<file path="config.mk">
export PLATFORM = sky130hd
export DESIGN_NAME = dr_sync_add_sub_flat
export DESIGN_NICKNAME = d
export VERILOG_FILES = /design/src/rtl/dr_sync_add_sub_pkg.sv /design/src/rtl/dr_sync_add_sub_if.sv /design/src/rtl/dr_sync_add_sub_chunk_adder.sv /design/src/rtl/dr_sync_add_sub.sv /design/src/flat_wrapper.sv
export SDC_FILE = /design/constraint.sdc
export NUM_CORES = 1
export LEC_CHECK = 0
export ABC_AREA = 1
export ABC_CLOCK_PERIOD_IN_PS = 3900
export CAP_MARGIN = 0
export CORE_MARGIN = 1.5
export CORE_UTILIZATION = 55
export CTS_CLUSTER_SIZE = 8
export DETAILED_ROUTE_END_ITERATION = 10
export DONT_BUFFER_PORTS = 1
export PLACE_DENSITY = 0.72
export SLEW_MARGIN = 10
export SYNTH_ARGS = -nofsm -noshare
export SYNTH_HDL_FRONTEND = slang
export SYNTH_HIERARCHICAL = 1
export SYNTH_SLANG_ARGS = --single-unit
</file>
<file path="constraint.sdc">
create_clock -name clk -period 3.9 [get_ports clk]
set_input_delay 0.78 -clock clk [delete_from_list [all_inputs] [get_ports clk]]
set_output_delay 0.78 -clock clk [all_outputs]
set_load 0.005 [all_outputs]
</file>
<file path="src/rtl/dr_sync_add_sub_pkg.sv">
// Shared types, codeword constants, FSM states and digit helpers for the
// clocked dual-rail add/subtract core.
// Dual-rail digit encoding: bit [1] is the true rail, bit [0] is the false rail.
package pa_AsyncCordic;

  // Default operand MSB index for the CORDIC datapath.
  localparam int RW = 15;

  typedef logic [1:0] dual_rail_t;

  localparam dual_rail_t DR_NULL = 2'b00;
  localparam dual_rail_t DR_ZERO = 2'b01;
  localparam dual_rail_t DR_ONE  = 2'b10;

  typedef enum logic [2:0] {
    ST_IDLE,
    ST_ADD,
    ST_HOLD,
    ST_RTZ,
    ST_DRAIN
  } dr_add_state_t;

  function automatic logic dr_is_illegal(input dual_rail_t d);
    return d[1] & d[0];
  endfunction

  function automatic logic dr_is_valid(input dual_rail_t d);
    return d[1] ^ d[0];
  endfunction

  function automatic logic dr_is_spacer(input dual_rail_t d);
    return ~(d[1] | d[0]);
  endfunction

  function automatic dual_rail_t dr_encode(input logic v);
    return v ? DR_ONE : DR_ZERO;
  endfunction

endpackage

</file>
<file path="src/rtl/dr_sync_add_sub_if.sv">
// Four-phase dual-rail bus between the asynchronous stages and the adder.
// Optional signed-overflow output is present only when DR_ADDER_OVERFLOW_EN
// is defined.
interface dr_sync_add_sub_if
  import pa_AsyncCordic::*;
#(
  parameter int SIZE = RW
);

  dual_rail_t [SIZE:0] a;
  dual_rail_t [SIZE:0] b;
  dual_rail_t          carry;
  dual_rail_t          sub;
  logic                in_ack;
  dual_rail_t [SIZE:0] data_o;
  dual_rail_t          c_o;
  logic                out_ack;
  logic                err_o;
`ifdef DR_ADDER_OVERFLOW_EN
  dual_rail_t          ovf_o;

  modport master (
    output a, b, carry, sub, out_ack,
    input  in_ack, data_o, c_o, err_o, ovf_o
  );

  modport slave (
    input  a, b, carry, sub, out_ack,
    output in_ack, data_o, c_o, err_o, ovf_o
  );
`else
  modport master (
    output a, b, carry, sub, out_ack,
    input  in_ack, data_o, c_o, err_o
  );

  modport slave (
    input  a, b, carry, sub, out_ack,
    output in_ack, data_o, c_o, err_o
  );
`endif

endinterface

</file>
<file path="src/rtl/dr_sync_add_sub_chunk_adder.sv">
// Combinational CHUNK-bit binary ripple adder. msb_sel marks the position of
// the operand MSB inside this chunk, so a partial last chunk reports the
// carry out of the real MSB rather than of the padding above it.
// DR_ADDER_OVERFLOW_EN adds c_msb, the carry into that MSB.
module dr_chunk_adder #(
  parameter int CHUNK = 4,
  parameter int SELW  = 3
) (
  input  logic [CHUNK-1:0] a,
  input  logic [CHUNK-1:0] b,
  input  logic             cin,
  input  logic [SELW-1:0]  msb_sel,
  output logic [CHUNK-1:0] sum,
`ifdef DR_ADDER_OVERFLOW_EN
  output logic             c_msb,
`endif
  output logic             cout
);

  logic [CHUNK:0] carries;

  // Ripple the carry through the chunk one bit at a time.
  always_comb begin
    carries[0] = cin;
    for (int i = 0; i < CHUNK; i++) begin
      sum[i]         = a[i] ^ b[i] ^ carries[i];
      carries[i + 1] = (a[i] & b[i]) | (carries[i] & (a[i] ^ b[i]));
    end
  end

  assign cout = carries[msb_sel + SELW'(1)];
`ifdef DR_ADDER_OVERFLOW_EN
  assign c_msb = carries[msb_sel];
`endif

endmodule

</file>
<file path="src/rtl/dr_sync_add_sub.sv">
// Clocked dual-rail add/subtract core: captures a complete four-phase token,
// adds CHUNK digits per clock through one shared ripple adder, then presents
// a dual-rail result until the consumer acknowledges.
// DR_ADDER_OVERFLOW_EN enables the signed overflow output ovf_o.
module dr_sync_add_sub
  import pa_AsyncCordic::*;
#(
  parameter int SIZE  = RW,
  parameter int CHUNK = 4
) (
  input logic              clk,
  input logic              rst,
  dr_sync_add_sub_if.slave bus
);

  localparam int N        = (SIZE + CHUNK) / CHUNK;
  localparam int KW       = (N > 1) ? $clog2(N) : 1;
  localparam int SELW     = $clog2(CHUNK + 1);
  localparam int LAST_POS = SIZE - (N - 1) * CHUNK;

  dr_add_state_t state_reg, state_next;
  logic [KW-1:0] k_reg, k_next;
  logic [SIZE:0] a_reg, a_next;
  logic [SIZE:0] b_reg, b_next;
  logic [SIZE:0] sum_reg, sum_next;
  logic          carry_reg, carry_next;
  logic          err_reg, err_next;

  logic          all_valid, all_spacer, any_illegal;
  logic [SIZE:0] a_bin, b_bin;

  logic [(1<<KW)-1:0][CHUNK-1:0] a_chunks, b_chunks;
  logic [CHUNK-1:0] chunk_sum;
  logic [SELW-1:0]  msb_sel;
  logic             chunk_cout;
  logic             last_chunk;
  logic [SIZE:0]    sum_upd;

  dual_rail_t [SIZE:0] data_drive;
  dual_rail_t          c_drive;

  // Classify every input digit and extract the true rails as binary.
  always_comb begin
    all_valid   = dr_is_valid(bus.carry) & dr_is_valid(bus.sub);
    all_spacer  = dr_is_spacer(bus.carry) & dr_is_spacer(bus.sub);
    any_illegal = dr_is_illegal(bus.carry) | dr_is_illegal(bus.sub);
    for (int i = 0; i <= SIZE; i++) begin
      all_valid   &= dr_is_valid(bus.a[i]) & dr_is_valid(bus.b[i]);
      all_spacer  &= dr_is_spacer(bus.a[i]) & dr_is_spacer(bus.b[i]);
      any_illegal |= dr_is_illegal(bus.a[i]) | dr_is_illegal(bus.b[i]);
      a_bin[i] = bus.a[i][1];
      b_bin[i] = bus.b[i][1];
    end
  end

  // Slice the latched operands into chunks; digits past SIZE read as zero.
  genvar gi, gj;
  generate
    for (gi = 0; gi < (1 << KW); gi++) begin : g_chunk
      for (gj = 0; gj < CHUNK; gj++) begin : g_bit
        if (gi * CHUNK + gj <= SIZE) begin : g_live
          assign a_chunks[gi][gj] = a_reg[gi*CHUNK+gj];
          assign b_chunks[gi][gj] = b_reg[gi*CHUNK+gj];
        end else begin : g_pad
          assign a_chunks[gi][gj] = 1'b0;
          assign b_chunks[gi][gj] = 1'b0;
        end
      end
    end
  endgenerate

  assign last_chunk = (k_reg == KW'(N - 1));
  assign msb_sel    = last_chunk ? SELW'(LAST_POS) : SELW'(CHUNK - 1);

`ifdef DR_ADDER_OVERFLOW_EN
  logic chunk_cmsb;
  logic ovf_reg, ovf_next;
`endif

  dr_chunk_adder #(
    .CHUNK (CHUNK),
    .SELW  (SELW)
  ) u_chunk_adder (
    .a       (a_chunks[k_reg]),
    .b       (b_chunks[k_reg]),
    .cin     (carry_reg),
    .msb_sel (msb_sel),
    .sum     (chunk_sum),
`ifdef DR_ADDER_OVERFLOW_EN
    .c_msb   (chunk_cmsb),
`endif
    .cout    (chunk_cout)
  );

  // Only the digits belonging to the current chunk take the new sum bits.
  generate
    for (gi = 0; gi <= SIZE; gi++) begin : g_sum
      assign sum_upd[gi] = (k_reg == KW'(gi / CHUNK)) ? chunk_sum[gi%CHUNK] : sum_reg[gi];
    end
  endgenerate

  // Next-state and datapath updates for the four-phase token FSM.
  always_comb begin
    state_next = state_reg;
    k_next     = k_reg;
    a_next     = a_reg;
    b_next     = b_reg;
    sum_next   = sum_reg;
    carry_next = carry_reg;
    err_next   = 1'b0;
`ifdef DR_ADDER_OVERFLOW_EN
    ovf_next   = ovf_reg;
`endif
    case (state_reg)
      ST_IDLE: begin
        if (any_illegal) begin
          err_next   = 1'b1;
          state_next = ST_DRAIN;
        end else if (all_valid) begin
          // Subtract folds into an add of ~b with the carry-in inverted.
          a_next     = a_bin;
          b_next     = b_bin ^ {(SIZE + 1){bus.sub[1]}};
          carry_next = bus.carry[1] ^ bus.sub[1];
          k_next     = '0;
          state_next = ST_ADD;
        end
      end
      ST_ADD: begin
        sum_next   = sum_upd;
        carry_next = chunk_cout;
        if (last_chunk) begin
`ifdef DR_ADDER_OVERFLOW_EN
          ovf_next = chunk_cout ^ chunk_cmsb;
`endif
          state_next = ST_HOLD;
        end else begin
          k_next = k_reg + KW'(1);
        end
      end
      ST_HOLD: begin
        if (bus.out_ack) state_next = ST_RTZ;
      end
      ST_RTZ: begin
        if (!bus.out_ack && all_spacer) state_next = ST_IDLE;
      end
      ST_DRAIN: begin
        if (all_spacer) state_next = ST_IDLE;
      end
      default: state_next = ST_IDLE;
    endcase
  end

  // State and datapath registers; reset abandons any token in flight.
  always_ff @(posedge clk) begin
    if (rst) begin
      state_reg <= ST_IDLE;
      k_reg     <= '0;
      a_reg     <= '0;
      b_reg     <= '0;
      sum_reg   <= '0;
      carry_reg <= 1'b0;
      err_reg   <= 1'b0;
`ifdef DR_ADDER_OVERFLOW_EN
      ovf_reg   <= 1'b0;
`endif
    end else begin
      state_reg <= state_next;
      k_reg     <= k_next;
      a_reg     <= a_next;
      b_reg     <= b_next;
      sum_reg   <= sum_next;
      carry_reg <= carry_next;
      err_reg   <= err_next;
`ifdef DR_ADDER_OVERFLOW_EN
      ovf_reg   <= ovf_next;
`endif
    end
  end

  // Dual-rail encode the result only while holding; spacer otherwise.
  always_comb begin
    data_drive = '0;
    c_drive    = DR_NULL;
    if (state_reg == ST_HOLD) begin
      for (int i = 0; i <= SIZE; i++) data_drive[i] = dr_encode(sum_reg[i]);
      c_drive = dr_encode(carry_reg);
    end
  end

  assign bus.in_ack = (state_reg != ST_IDLE);
  assign bus.data_o = data_drive;
  assign bus.c_o    = c_drive;
  assign bus.err_o  = err_reg;
`ifdef DR_ADDER_OVERFLOW_EN
  assign bus.ovf_o  = (state_reg == ST_HOLD) ? dr_encode(ovf_reg) : DR_NULL;
`endif

endmodule

</file>
<file path="src/flat_wrapper.sv">
// flat-port wrapper written by rule: the top's interface ports become plain ports
module dr_sync_add_sub_flat import pa_AsyncCordic::*;
#(
  parameter int SIZE  = RW,
  parameter int CHUNK = 4
)
  (clk, rst, bus_a, bus_b, bus_carry, bus_sub, bus_out_ack, bus_in_ack, bus_data_o, bus_c_o, bus_err_o);
  dr_sync_add_sub_if #(.SIZE(SIZE)) bus_i ();
  input logic clk;
  input logic rst;
  input wire logic [$bits(bus_i.a)-1:0] bus_a;
  input wire logic [$bits(bus_i.b)-1:0] bus_b;
  input wire logic [$bits(bus_i.carry)-1:0] bus_carry;
  input wire logic [$bits(bus_i.sub)-1:0] bus_sub;
  input wire logic [$bits(bus_i.out_ack)-1:0] bus_out_ack;
  output wire logic [$bits(bus_i.in_ack)-1:0] bus_in_ack;
  output wire logic [$bits(bus_i.data_o)-1:0] bus_data_o;
  output wire logic [$bits(bus_i.c_o)-1:0] bus_c_o;
  output wire logic [$bits(bus_i.err_o)-1:0] bus_err_o;
  assign bus_i.a = bus_a;
  assign bus_i.b = bus_b;
  assign bus_i.carry = bus_carry;
  assign bus_i.sub = bus_sub;
  assign bus_i.out_ack = bus_out_ack;
  assign bus_in_ack = bus_i.in_ack;
  assign bus_data_o = bus_i.data_o;
  assign bus_c_o = bus_i.c_o;
  assign bus_err_o = bus_i.err_o;
  dr_sync_add_sub #(.SIZE(SIZE), .CHUNK(CHUNK)) u_core (.clk(clk), .rst(rst), .bus(bus_i));
endmodule
</file>
======== After elaboration in Yosys (flattened, before gate mapping) ========
Index checks and enable logic that the tools add are counted.
cells by class
  mux-type cells .......................... 38
  add/subtract/negate cells ............... 1
  equal/unequal tests ..................... 15
  bitwise operators ....................... 259
  order comparisons ....................... 1
  reduce and logical (&&, ||, !) cells .... 15
operators by type and width
  kind                  number
  $and A1 B1 Y1         108
  $or A1 B1 Y1          71
  $xor A1 B1 Y1         43
  $mux W2               21
  $not A1 Y1            36
  $mux W32              1
  $mux W3               6
  $bmux W4 S2           2
  $xor A16 B16 Y16      1
  $pmux W3 S5           1
  $mux W4               2
  $ne A2 B1 Y1 const B  4
  $reduce_and A2 Y1     4
  $eq A3 B2 Y1 const B  2
  $ne A2 B2 Y1 const B  3
  $reduce_and A3 Y1     2
  $reduce_and A5 Y1     1
  $eq A2 B2 Y1 const B  2
  $pmux W2 S2           1
  $reduce_and A4 Y1     1
  $eq A3 B1 Y1 const B  1
  $eq A3 B3 Y1 const B  1
  $logic_not A3 Y1      1
  $lt A2 B3 Y1 const B  1
  11 further kinds      13
word-level totals
  word-level logic and storage cells ...... 339
  flip-flop bits (word level) ............. 55
  input port bits ......................... 71
  output and inout bits ................... 36

======== Longest topological paths before layout ========
Gate-level depths: netlist of the first run.
  depth after elaboration ................. 22
  gate-level depth with buffers ........... 14

======== By module ========
The synthesis of the first run kept the hierarchy.
modules (own cells, without submodules)
  module           instances  cells each  area an instance (um^2)  sequential area each (um^2)
  dr_sync_add_sub  1          565         4020.1                   1101.1
  dr_chunk_adder   1          22          165.2                    0.0

======== Worst setup path before layout of the first run ========
Ideal clock, no wire load.
  kind .................................... register to register
  from .................................... register u_core.k_reg[0]
  to ...................................... register u_core.carry_reg
  stages on the path, launching flop included .. 14
  path slack .............................. 712 ps
  arrival time ............................ 3068 ps
  library setup time ...................... 119 ps
  buffers on the path ..................... 2
  required time ........................... 3781 ps
  cell sequence ........................... dfxtp_1 -> clkbuf_1 -> inv_1 -> buf_1 -> nor2_1 -> o22ai_1 -> fa_1 -> fa_1 -> fa_1 -> fa_1 -> nand4_1 -> nand2_1 -> o21ai_0 -> a21oi_1
on the way
  longest elaborated chain between the ends .. 12
RTL lines
  element                                line                                          source
  start: declaration                     dr_sync_add_sub.sv:22                         logic [KW-1:0] k_reg, k_next;
  start signal: assignment               dr_sync_add_sub.sv:168                        k_reg <= k_next;
  $bmux W4 S2, on equally long branches  dr_sync_add_sub.sv:84, dr_sync_add_sub.sv:85
  $mux W4, on equally long branches      dr_sync_add_sub.sv:84, dr_sync_add_sub.sv:85
  $xor A1 B1 Y1                          dr_sync_add_sub_chunk_adder.sv:27             carries[i + 1] = (a[i] & b[i]) | (carries[i] & (a[i] ^ b[i]));
  $and A1 B1 Y1                          dr_sync_add_sub_chunk_adder.sv:27
  $or A1 B1 Y1                           dr_sync_add_sub_chunk_adder.sv:27
  $and A1 B1 Y1                          dr_sync_add_sub_chunk_adder.sv:27
  $or A1 B1 Y1                           dr_sync_add_sub_chunk_adder.sv:27
  $and A1 B1 Y1                          dr_sync_add_sub_chunk_adder.sv:27
  $or A1 B1 Y1                           dr_sync_add_sub_chunk_adder.sv:27
  $and A1 B1 Y1                          dr_sync_add_sub_chunk_adder.sv:27
  $or A1 B1 Y1 (*)                       dr_sync_add_sub_chunk_adder.sv:27
  named net u_core.chunk_cout            dr_sync_add_sub.sv:35                         logic chunk_cout;
  $pmux W1 S2 (*)                        dr_sync_add_sub.sv:114                        case (state_reg)
  end signal: assignment                 dr_sync_add_sub.sv:172                        carry_reg <= carry_next;
  end: declaration                       dr_sync_add_sub.sv:26                         logic carry_reg, carry_next;
The timed path passes the listed nets; every way through them passes the cells marked *. The select of a mux whose other input is x is not followed.
A chain may end at the register's enable or synchronous reset.

======== Worst setup path after layout of the first run ========
  from .................................... register u_core.k_reg[1]
  to ...................................... register u_core.sum_reg[3]
on the way
  longest elaborated chain between the ends .. 10
RTL lines
  element                                line                                          source
  $bmux W4 S2, on equally long branches  dr_sync_add_sub.sv:84, dr_sync_add_sub.sv:85
  $mux W4, on equally long branches      dr_sync_add_sub.sv:84, dr_sync_add_sub.sv:85
  $xor A1 B1 Y1                          dr_sync_add_sub_chunk_adder.sv:27
  $and A1 B1 Y1                          dr_sync_add_sub_chunk_adder.sv:27
  $or A1 B1 Y1                           dr_sync_add_sub_chunk_adder.sv:27
  $and A1 B1 Y1                          dr_sync_add_sub_chunk_adder.sv:27
  $or A1 B1 Y1                           dr_sync_add_sub_chunk_adder.sv:27
  $and A1 B1 Y1                          dr_sync_add_sub_chunk_adder.sv:27
  $or A1 B1 Y1                           dr_sync_add_sub_chunk_adder.sv:27
  $xor A1 B1 Y1 (*)                      dr_sync_add_sub_chunk_adder.sv:26             sum[i] = a[i] ^ b[i] ^ carries[i];
  named net u_core.chunk_sum[3]          dr_sync_add_sub.sv:33                         logic [CHUNK-1:0] chunk_sum;
  end signal: assignment                 dr_sync_add_sub.sv:171                        sum_reg <= sum_next;
  end: declaration                       dr_sync_add_sub.sv:25                         logic [SIZE:0] sum_reg, sum_next;
Marked as above.

==> results of run 1 <==
[worst reg2reg max path, cell delays in order, from the launching register on]
cell                      delay [ns]
sky130_fd_sc_hd__dfxtp_1        0.52
sky130_fd_sc_hd__inv_1          0.22
sky130_fd_sc_hd__o21ai_0        0.13
sky130_fd_sc_hd__o22ai_1        0.13
sky130_fd_sc_hd__fa_1           0.48
sky130_fd_sc_hd__fa_1           0.43
sky130_fd_sc_hd__fa_1           0.44
sky130_fd_sc_hd__fa_1           0.50
sky130_fd_sc_hd__o21ai_0        0.20
sky130_fd_sc_hd__a21oi_1        0.05
[logic make-up after synthesis]
group	synth area share, %
other	0.179
XOR/XNOR	3.56
AND/OR/NAND/NOR	18.1
adder cells (fa/ha/maj)	23.7
buffers and inverters	11.7
flip-flops	26.3
AO/OA/AOI/OAI	16.4
[stage by stage]
stage | area, um2 | setup slack (ns) | instances | utilization, % | total power [mW]
floorplan | 4200 | 0.712 | 592 | - | 1.02
global placement | 4260 | 0.791 | 673 | 58.4 | 1.13
detailed placement | 4260 | 0.724 | 673 | 58.4 | 1.14
CTS | 4360 | 0.707 | 680 | 59.8 | 1.50
global route | 4360 | 0.500 | 680 | 59.8 | 1.61
finish | 4360 | 0.689 | 680 | 59.8 | 1.49
[cells in the mapped netlist, drive strengths merged]
library cell / n / area share (%)
o21ai: 68 / 8.1
xnor2: 17 / 3.6
dfxtp: 55 / 26
inv: 102 / 9.1
clkbuf: 11 / 0.99
conb: 2 / 0.18
a21oi: 52 / 7.1
nand3: 11 / 1.3
buf: 10 / 1.6
or2: 1 / 0.15
nor3: 4 / 0.60
fa: 4 / 1.9
nand2: 63 / 5.8
nand3b: 1 / 0.18
nand4: 7 / 1.0
o22ai: 8 / 1.2
ha: 73 / 22
nor2: 98 / 9.0
[layout by cell type, fill, tap and decap left out, drive strengths merged]
| cell type | count |
|---|---|
| nand2 | 63 |
| fa | 4 |
| dfxtp | 55 |
| or2 | 1 |
| nand3 | 11 |
| a21oi | 52 |
| nand4 | 7 |
| clkbuf | 6 |
| inv | 102 |
| buf | 3 |
| nor2 | 98 |
| xnor2 | 17 |
| bufinv | 1 |
| conb | 7 |
| ha | 73 |
| nand3b | 1 |
| o21ai | 68 |
| o22ai | 8 |
| nor3 | 4 |
[cell type report]
class,count,share of cell area (%)
multi-input combinational,414,60.0
sequential,55,25.2
inverter,102,8.77
tap,99,2.84
clock buffer,6,1.66
timing repair buffer,3,0.803
clock inverter,1,0.688
[routing by layer]
layer  vias up  routed length, um
met5         -                  0
met2        88               4450
met3        12                481
li1       1827                  -
met1      1580               4390
met4         0                156
[report_power, final]
part           internal (mW)  total (mW)  switching [mW]  leakage [nW]
sequential             0.600       0.631          0.0312         0.444
clock                  0.188       0.361           0.173        0.0513
combinational          0.170       0.499           0.329          1.63
total                  0.958        1.49           0.533          2.12
[how the worst max path moves through the flow]
stage	slack [ns]	depth (start not counted)	end
after floorplan	0.71	13	u_core/carry_reg
after global placement	0.79	9	u_core/sum_reg[3]
after detailed placement	0.72	9	u_core/sum_reg[3]
after CTS	0.71	9	u_core/sum_reg[3]
after global routing	0.50	9	u_core/sum_reg[3]
final	0.69	9	u_core/sum_reg[3]
==> run summary, run 1 <==
Timing
• final slew viol count: 0
• achievable clock frequency: 311 MHz
• Max-Slew Margin vs Limit: 58.0%
• Post-Route Setup TNS: 0 ns
• slew at the pin closest to its max-slew limit: 0.629 ns
• Final Critical Period: 3.21 ns
• Clock Skew: 0.00648 ns
• worst hold slack after final layout: 0.476 ns
• final setup violation count: 0
• RSZ-0062 raised after global routing: false
• final hold vios: 0
• ratio of final minimum period to clock period: 82.3%

Global routing
• number of antenna violations at the first check in global routing: 0
• met2 track demand over resource: 41.5%
• Remaining Overflow, GRT: 0
• global-route wire length before repair: 16.1 mm
• met1 layer usage reported by global route: 31.8%
• GRT Resource Usage Total: 24.3%
• met3 usage in global routing: 3.30%
• number of global-route vias before repair: 3433
• layer with the highest usage: met2
• pin count of the biggest net entering global routing: 67

Die
• Top Ports: 107
• Core Footprint: 7290 um2
• Die Span Y: 90.2 um
• num rows: 31
• Total Die Area: 8140 um2
• die width: 90.2 um
• starting density of the core: 57.4%

Critical path
• cell family contributing the most delay on the critical path: adder cells
• Worst Setup End Kind: flop
• Register-to-Register Setup Slack: 0.69 ns
• critical path's most frequent cell: sky130_fd_sc_hd__fa_1
• endpoint arrival time on the critical path: 3.41 ns
• required time worst endpoint: 4.10 ns
• critical register-to-register path startpoint: u_core/k_reg[1]
• maximum fanout count along the critical path: 12
• worst setup path startpoint: u_core/k_reg[1]
• CP startpoint kind: flop
• count of buffering cells on the critical path with inverters included: 1
• Cell Chain, Critical Path: inv_1 > o21ai_0 > o22ai_1 > fa_1 > fa_1 > fa_1 > fa_1 > o21ai_0 > a21oi_1
• Reg2Reg Capture Point: u_core/sum_reg[3]
• CP max stage delay: 0.52 ns
• class of the most critical setup path: reg2reg
• Slowest-stage cell, CP: sky130_fd_sc_hd__dfxtp_1
• worst reg-to-reg path cell count: 9

Routing
• number of remaining DRC errors: 0
• total number of vias: 3507
• DRC violation total after the first TritonRoute iteration: 127
• count of TritonRoute iterations in the first routing pass: 4
• count of antenna-violating nets left after detailed routing: 0
• Via density: 5.16
• final WL: 9.48 mm
• post-detailed-route wirelength per cell: 13.9 um

Clocking
• Post-CTS Setup Repair Bufs: 0
• cts repair resizes: 0
• CTS Root Cell: sky130_fd_sc_hd__clkbuf_8
• CTS hold repair buffers: 0
• Clock Latency Late Sink: 0.31 ns
• H-tree levels: 2
• TritonCTS buffer count: 5
• worst-case clock buffer depth: 2
• CTS clock-pin slew for the worst setup and hold paths: 0.09 ns
• CTS tree: yes
• clock sink total: 55

Pwr
• static leakage power: 2.12 nW
• cell area power density: 342 nW/um2
• Peak supply drop: 0.159 mV

Finish
• layout filler cell count: 727
• multi-input combinational cell area: 2620 um2
• number of diodes added for antenna fixing: 0
• P&R area growth vs syn: 4.28%
• storage element area: 1100 um2
• share of post-route cells with drive strength above 1: 4.48%
• Layout Nets: 729

Synth
• number of warnings issued by yosys: 6
• Yosys reg bits: 55
• total standard cell area after synthesis: 4190 um2
• count of unique library cells instantiated by Yosys: 28
• synthesized area per cell: 7.13 um2
• fraction of the yosys area taken by sequential cells: 26.3%
• gate count of the mapped netlist: 587

Status
• result of the run: completed

Min path
• Hold Path Sink: u_core/sum_reg[10]
• class of the tightest hold or removal check: reg2reg
• cell count of the worst hold path: 2
• source of the worst hold timing path: u_core/sum_reg[10]

Run
• count of maximum capacitance violations: 0

Place
• IO Port Bufs: 0
• final RePlAce weighted congestion: 0.862
• DP HPWL: 7.65 mm

No activity file was read; power rests on OpenSTA's default activity.
==> inputs of run 2 (changes only) <==
Settings changed: ABC_CLOCK_PERIOD_IN_PS 3900 to 2700, PLACE_DENSITY 0.72 to 0.75.
Clock period 3.9 ns to 2.7 ns, I/O delays scaled along.
==> run 2 against run 1 <==
Compared with the run above:
- the flow now finishes with violations (setup timing)
- highest routed layer unchanged
- setup slack got worse by 0.70 ns
- worst hold slack got worse by 0.19 ns
- clock power rose by 36%
- die area did not move
- combinational power rose by 53%
- largest cell class unchanged
- clock skew fell by 0.0022 ns
- global-route usage barely moved
- core utilization rose by 1.3 points
- total power rose by 46%
- clock-buffer cell count rose by 2
- non-clock buffer count rose by 8
- sequential cell count did not move
==> run summary, run 2 (same netlist as run 1, synthesis figures left out) <==
Global routing
• GRT Resource Usage Total: 24.2%, was 24.3%
• number of global-route vias before repair: 3415, was 3433
• number of antenna violations at the first check in global routing: 0, unchanged
• pin count of the biggest net entering global routing: 53, was 67
• global-route wire length before repair: 15.9 mm, was 16.1 mm
• Remaining Overflow, GRT: 0, unchanged

Critical path
• worst setup path startpoint: u_core/k_reg[0], was u_core/k_reg[1]
• worst reg-to-reg path cell count: 8, was 9
• class of the most critical setup path: reg2reg, unchanged
• critical register-to-register path startpoint: u_core/k_reg[0], was u_core/k_reg[1]
• endpoint arrival time on the critical path: 2.95 ns, was 3.41 ns
• maximum fanout count along the critical path: 6, was 12
• capturing element of the worst setup path: u_core/sum_reg[3], unchanged
• Worst Setup End Kind: flop, unchanged
• CP startpoint kind: flop, unchanged
• required time worst endpoint: 2.94 ns, was 4.10 ns
• Reg2Reg Capture Point: u_core/sum_reg[3], unchanged
• Register-to-Register Setup Slack: -0.01 ns, was 0.69 ns

Die
• die width: 90.2 um, unchanged
• Die Span Y: 90.2 um, unchanged
• Core Footprint: 7290 um2, unchanged
• Top Ports: 107, unchanged
• Total Die Area: 8140 um2, unchanged
• num rows: 31, unchanged
• starting density of the core: 57.4%, unchanged

Clocking
• worst-case clock buffer depth: 2, unchanged
• CTS clock-pin slew for the worst setup and hold paths: 0.09 ns, about the same
• TritonCTS buffer count: 5, unchanged
• Clock Latency Late Sink: 0.30 ns, was 0.31 ns
• CTS Root Cell: sky130_fd_sc_hd__clkbuf_8, unchanged
• CTS tree: yes, unchanged
• clock sink total: 55, unchanged
• H-tree levels: 2, unchanged

Timing
• Final Critical Period: 2.71 ns, was 3.21 ns
• final hold vios: 0, unchanged
• Max-Slew Margin vs Limit: 60.2%, was 58.0%
• RSZ-0062 raised after global routing: true, was false
• ratio of final minimum period to clock period: 100%, was 82.3%
• Clock Skew: 0.00432 ns, was 0.00648 ns
• slew at the pin closest to its max-slew limit: 0.593 ns, was 0.629 ns
• final slew viol count: 0, unchanged
• Post-Route Setup TNS: -0.0221 ns, was 0 ns
• achievable clock frequency: 369 MHz, was 311 MHz
• final setup violation count: 3, was 0
• post-layout worst setup margin: -0.0117 ns, was 0.689 ns

Finish
• number of diodes added for antenna fixing: 0, unchanged
• share of post-route cells with drive strength above 1: 7.46%, was 4.48%
• most frequent cells in the layout: sky130_fd_sc_hd__inv_1 (100), sky130_fd_sc_hd__nor2_1 (95), sky130_fd_sc_hd__ha_1 (73), was sky130_fd_sc_hd__inv_1 (101), sky130_fd_sc_hd__nor2_1 (96), sky130_fd_sc_hd__ha_1 (73)
• layout filler cell count: 727, unchanged
• Layout Nets: 737, was 729
• storage element area: 1110 um2, was 1100 um2
• most common cell after layout, fill and taps aside: sky130_fd_sc_hd__inv_1, unchanged
• P&R area growth vs syn: 6.61%, was 4.28%
• final cell area excluding filler cells: 4460 um2, was 4360 um2
• multi-input combinational cell area: 2640 um2, was 2620 um2

Pwr
• cell area power density: 487 nW/um2, was 342 nW/um2
• Peak supply drop: 0.206 mV, was 0.159 mV
• static leakage power: 2.17 nW, was 2.12 nW

Place
• Post-DP Area: 4340 um2, was 4260 um2
• final RePlAce weighted congestion: 0.863, was 0.862
• IO Port Bufs: 0, unchanged
• DP HPWL: 7.71 mm, was 7.65 mm

Routing
• post-detailed-route wirelength per cell: 13.9 um, about the same
• DRC violation total after the first TritonRoute iteration: 176, was 127
• final WL: 9.56 mm, was 9.48 mm
• total number of vias: 3563, was 3507
• count of antenna-violating nets left after detailed routing: 0, unchanged
• Via density: 5.17, was 5.16
• count of TritonRoute iterations in the first routing pass: 5, was 4
• number of remaining DRC errors: 0, unchanged

Status
• result of the run: complete, but fails checks, was completed
• violations in the final reports: setup timing

Run
• count of maximum capacitance violations: 0, unchanged

Min path
• class of the tightest hold or removal check: in2reg, was reg2reg

[run 2: changes by cell type in the layout (fill, tap and decap cells not counted), sizes merged]
cell    change
clkbuf      +2
bufinv      -1
buf         +8
[run 2: through the flow]
stage	util, %	setup WS, ns	instances	hold WS (ns)	power, mW
global route	61.2	-0.0979	689	0.275	2.36
finish	61.2	-0.0117	689	0.288	2.17
detailed placement	59.5	-0.0160	680	0.467	1.69
global placement	59.5	0.00779	680	0.457	1.66
floorplan	-	-0.0444	592	0.445	1.52
CTS	60.9	0.0121	688	0.278	2.18
[run 2: how the worst min path moves through the flow]
stage	start	to	slack, ns	cells past startpoint
6_report	rst	u_core/state_reg[2]	0.29	1
4_1_cts	rst	u_core/state_reg[2]	0.28	1
3_3_place_gp	u_core/sum_reg[9]	u_core/sum_reg[9]	0.46	2
5_1_grt	rst	u_core/bus.err_o	0.28	1
2_1_floorplan	u_core/sum_reg[10]	u_core/sum_reg[10]	0.44	2
3_5_place_dp	u_core/sum_reg[8]	u_core/sum_reg[8]	0.47	2
[run 2: metal layers]
metal	track usage [%]	share of wire (%)	vias up
met3	4.82	5.8	10
met2	41.9	48	105
met5	0	0	-
met1	30.5	45	1603
met4	6.75	1.5	0
li1	-	-	1845
[run 2: layout make-up]
type                            instances  area share [%]
Inverter                              102            8.69
Sequential cell                        55            24.8
Multi-Input combinational cell        414            59.1
Tap cell                               99            2.78
Timing Repair Buffer                   11            2.41
Clock buffer                            8            2.24
[run 2: what timing repair did]
item	in CTS	in global routing
endpoints found under the setup margin	5	5
buffers inserted	0	1
pin swaps	1	0
hold endpoints to repair	0	0
resized for setup	6	4
hold buffers	0	0
[run 2: worst max-delay path, cell delays in order (launching register included)]
cell and delay (ns):
sky130_fd_sc_hd__dfxtp_4 0.38, sky130_fd_sc_hd__o21ai_1 0.19, sky130_fd_sc_hd__o22ai_2 0.11, sky130_fd_sc_hd__fa_2 0.39
sky130_fd_sc_hd__fa_2 0.39, sky130_fd_sc_hd__fa_2 0.39, sky130_fd_sc_hd__fa_2 0.58, sky130_fd_sc_hd__o21ai_1 0.08
sky130_fd_sc_hd__a21oi_1 0.12
[run 2: report_power, final]
| part | switching [mW] | internal, mW |
|---|---|---|
| Clock | 0.255 | 0.235 |
| Combinational | 0.485 | 0.278 |
| Sequential | 0.0507 | 0.870 |
| Total | 0.791 | 1.38 |
==> inputs of run 3 (changes only) <==
Settings changed: ABC_AREA 1 to default, SYNTH_HIERARCHICAL 1 to default.
==> run 3 against run 2 <==
Compared with the run above:
- the run now ends clean
- global-route usage is 1.4 points higher
- critical endpoint is now u_core.sum_reg[11]
- synthesized cell count is 16% lower
- highest routed layer unchanged
- via count is 3.8% lower
- sequential share of layout area is 0.64 points higher
- largest cell class unchanged
==> run summary, run 3 <==
Die
• Total Die Area: 8090 um2, was 8140 um2
• Top Ports: 107, unchanged
• num rows: 31, unchanged
• die width: 90.0 um, was 90.2 um
• Die Span Y: 90.0 um, was 90.2 um
• Core Footprint: 7290 um2, unchanged
• starting density of the core: 57.1%, was 57.4%

Routing
• count of antenna-violating nets left after detailed routing: 0, unchanged
• DRC violation total after the first TritonRoute iteration: 173, was 176
• number of remaining DRC errors: 0, unchanged
• final WL: 10.1 mm, was 9.56 mm
• total number of vias: 3427, was 3563
• post-detailed-route wirelength per cell: 17.4 um, was 13.9 um
• count of TritonRoute iterations in the first routing pass: 4, was 5
• Via density: 5.92, was 5.17

Clocking
• worst-case clock buffer depth: 2, unchanged
• CTS clock-pin slew for the worst setup and hold paths: 0.09 ns, about the same
• CTS hold repair buffers: 0, unchanged
• H-tree levels: 2, unchanged
• CTS Root Cell: sky130_fd_sc_hd__clkbuf_8, unchanged
• Clock Latency Late Sink: 0.31 ns, was 0.30 ns
• TritonCTS buffer count: 5, unchanged
• CTS tree: yes, unchanged
• clock sink total: 55, unchanged

Synth
• post-synthesis compound-gate area fraction: 12.6%, was 16.4%
• total standard cell area after synthesis: 4160 um2, was 4190 um2
• number of nets in the synthesized netlist: 643
• Post-Synth Adder-Cell Area: 23.6%, was 23.7%
• synthesized area per cell: 8.39 um2, was 7.13 um2
• portion of netlist area occupied by mux cells: 6.26%, was 0%
• xor-xnor portion of the synthesized cell area: 3.58%, was 3.56%
• largest area contributor in the synthesized netlist: sky130_fd_sc_hd__dfxtp_1, unchanged
• library cell with the highest instance count after synthesis: sky130_fd_sc_hd__inv_1, unchanged
• most area-consuming cells after synthesis: sky130_fd_sc_hd__dfxtp_1 (26%), sky130_fd_sc_hd__ha_1 (22%), sky130_fd_sc_hd__inv_1 (7.2%), sky130_fd_sc_hd__mux4_2 (4.3%), sky130_fd_sc_hd__a21oi_1 (4.1%), was sky130_fd_sc_hd__dfxtp_1 (26%), sky130_fd_sc_hd__ha_1 (22%), sky130_fd_sc_hd__inv_1 (9.1%), sky130_fd_sc_hd__nor2_1 (8.6%), sky130_fd_sc_hd__o21ai_0 (6.9%)
• proportion of netlist area held by the largest area contributor: 26.5%, was 26.3%
• post-synthesis share of cell area spent on and, or, nand and nor gates: 16.5%, was 18.1%
• number of warnings issued by yosys: 0, was 6
• Top FF cell, synth: sky130_fd_sc_hd__dfxtp_1, unchanged
• count of unique library cells instantiated by Yosys: 33, was 28
• share of flip-flops with an asynchronous set or reset after synthesis: 0%, unchanged
• Post-synth EDFFs: 0, unchanged
• Yosys reg bits: 55, unchanged
• top cells by instance count after synthesis: sky130_fd_sc_hd__inv_1 (80), sky130_fd_sc_hd__ha_1 (72), sky130_fd_sc_hd__dfxtp_1 (55), sky130_fd_sc_hd__nor2_1 (44), sky130_fd_sc_hd__a21oi_1 (34), was sky130_fd_sc_hd__inv_1 (101), sky130_fd_sc_hd__nor2_1 (96), sky130_fd_sc_hd__ha_1 (73), sky130_fd_sc_hd__nand2_1 (61), sky130_fd_sc_hd__o21ai_0 (58)
• gate count of the mapped netlist: 496, was 587
• dominant combinational cell family by area after synthesis: adder cells, unchanged
• fraction of the yosys area taken by sequential cells: 26.5%, was 26.3%

Critical path
• CP max stage delay: 0.50 ns, was 0.58 ns
• Cell Chain, Critical Path: mux4_2 > inv_2 > fa_1 > inv_1 > fa_2 > fa_2 > inv_2 > fa_2 > a211oi_2, was o21ai_1 > o22ai_2 > fa_2 > fa_2 > fa_2 > fa_2 > o21ai_1 > a21oi_1
• class of the most critical setup path: reg2reg, unchanged
• Reg2Reg Capture Point: u_core.sum_reg[11], was u_core/sum_reg[3]
• maximum fanout count along the critical path: 4, was 6
• Slowest-stage cell, CP: sky130_fd_sc_hd__mux4_2, was sky130_fd_sc_hd__fa_2
• critical path's most frequent cell: sky130_fd_sc_hd__fa_2, unchanged
• critical register-to-register path startpoint: u_core.k_reg[1], was u_core/k_reg[0]
• required time worst endpoint: 2.93 ns, was 2.94 ns
• endpoint arrival time on the critical path: 2.86 ns, was 2.95 ns
• Worst Setup End Kind: flop, unchanged
• Register-to-Register Setup Slack: 0.07 ns, was -0.01 ns
• CP startpoint kind: flop, unchanged
• worst reg-to-reg path cell count: 9, was 8

Status
• result of the run: completed, was complete, but fails checks

Timing
• final slew viol count: 0, unchanged
• final setup violation count: 0, was 3
• final hold vios: 0, unchanged
• Final Critical Period: 2.63 ns, was 2.71 ns
• post-layout worst setup margin: 0.0698 ns, was -0.0117 ns
• slew at the pin closest to its max-slew limit: 0.649 ns, was 0.593 ns
• Post-Route Setup TNS: 0 ns, was -0.0221 ns
• ratio of final minimum period to clock period: 97.4%, was 100%
• achievable clock frequency: 380 MHz, was 369 MHz
• RSZ-0062 raised after global routing: true, unchanged
• Max-Slew Margin vs Limit: 56.4%, was 60.2%
• Clock Skew: 0.00871 ns, was 0.00432 ns

Global routing
• met3 usage in global routing: 7.36%, was 4.82%
• global-route wire length before repair: 16.6 mm, was 15.9 mm
• met1 layer usage reported by global route: 32.5%, was 30.5%
• number of antenna violations at the first check in global routing: 0, unchanged
• GRT Resource Usage Total: 25.6%, was 24.2%
• pin count of the biggest net entering global routing: 57, was 53
• met2 track demand over resource: 42.3%, was 41.9%
• layer with the highest usage: met2, unchanged
• number of global-route vias before repair: 3360, was 3415
• Remaining Overflow, GRT: 0, unchanged

Place
• Setup Slack @ Placement: -0.0962 ns, was -0.0160 ns
• DP HPWL: 8.13 mm, was 7.71 mm
• final RePlAce weighted congestion: 0.937, was 0.863
• IO Port Bufs: 0, unchanged
• # placed instances: 572, was 680

Pwr
• Peak supply drop: 0.162 mV, was 0.206 mV
• static leakage power: 1.96 nW, was 2.17 nW
• cell area power density: 349 nW/um2, was 487 nW/um2
• power consumption: 1.51 mW, was 2.17 mW

Min path
• Hold Path Sink: u_core.sum_reg[10], was u_core/state_reg[2]
• cell count of the worst hold path: 1, unchanged
• source of the worst hold timing path: rst, unchanged
• class of the tightest hold or removal check: in2reg, unchanged

Finish
• P&R area growth vs syn: 4.30%, was 6.61%
• final standard cell count with taps included and fillers excluded: 579, was 689
• number of diodes added for antenna fixing: 0, unchanged
• Layout Nets: 627, was 737
• most common cell after layout, fill and taps aside: sky130_fd_sc_hd__inv_1, unchanged
• share of post-route cells with drive strength above 1: 8.33%, was 7.46%
• most frequent cells in the layout: sky130_fd_sc_hd__inv_1 (77), sky130_fd_sc_hd__ha_1 (72), sky130_fd_sc_hd__dfxtp_1 (53), was sky130_fd_sc_hd__inv_1 (100), sky130_fd_sc_hd__nor2_1 (95), sky130_fd_sc_hd__ha_1 (73)

Run
• count of maximum capacitance violations: 0, unchanged

## run 3: final cells by class
| type | count | area, um2 |
|---|---|---|
| Fill cell | 675 | 2950 |
| Multi-Input combinational cell | 327 | 2630 |
| Sequential cell | 55 | 1100 |
| Inverter | 80 | 300 |
| Tap cell | 99 | 124 |
| Timing Repair Buffer | 11 | 95.1 |
| Clock buffer | 6 | 82.6 |
| Clock inverter | 1 | 5.00 |
## run 3: repair_timing
item                                    in CTS  in global routing
gates resized for setup                     11                  1
pin swaps                                    2                  2
setup buffers                                0                  0
endpoints found under the setup margin       4                  4
## run 3: critical path, delay by kind of cell (launching register included)
kind                     cells  cell delay, ns
adder cells (fa/ha/maj)      4            1.33
buffers and inverters        3            0.18
multiplexers                 1            0.50
AO/OA/AOI/OAI                1            0.20
flip-flops                   1            0.35
## run 3: kinds of logic (layout without fill, tap and decap cells)
logic type / after synthesis / in the layout
fa+ha+maj: 76 / 76
flops: 55 / 55
buf+inv: 114 / 98
xor+xnor: 17 / 17
simple gates: 134 / 134
mux: 16 / 16
compound gates: 84 / 84
## run 3: worst max path at each step
stage / endpoint / start / depth (start not counted)
2_1_floorplan: u_core.sum_reg[11] / u_core.k_reg[0] / 7
3_3_place_gp: u_core.sum_reg[15] / u_core.k_reg[0] / 9
3_5_place_dp: u_core.sum_reg[11] / u_core.k_reg[0] / 9
4_1_cts: u_core.sum_reg[11] / u_core.k_reg[1] / 9
5_1_grt: u_core.sum_reg[15] / u_core.k_reg[1] / 9
6_report: u_core.sum_reg[11] / u_core.k_reg[1] / 9
## run 3: power by group
group / internal [mW] / leakage [nW] / switching [mW]
clock network: 0.202 / 0.0470 / 0.254
registers: 0.824 / 0.445 / 0.0114
logic: 0.102 / 1.47 / 0.121
## run 3: per-stage QoR
stage               util [%]  hold slack [ns]  cell area, um2
floorplan                  -            0.446            4170
global placement        57.9            0.454            4220
detailed placement      57.9            0.460            4220
CTS                     59.5            0.283            4340
global route            59.5            0.272            4340
finish                  59.5            0.291            4340
## run 3: per-layer routing
metal / up-vias / wire (um)
met2: 123 / 4710
met3: 17 / 897
met5: - / 0
li1: 1660 / -
met4: 0 / 221
met1: 1627 / 4260
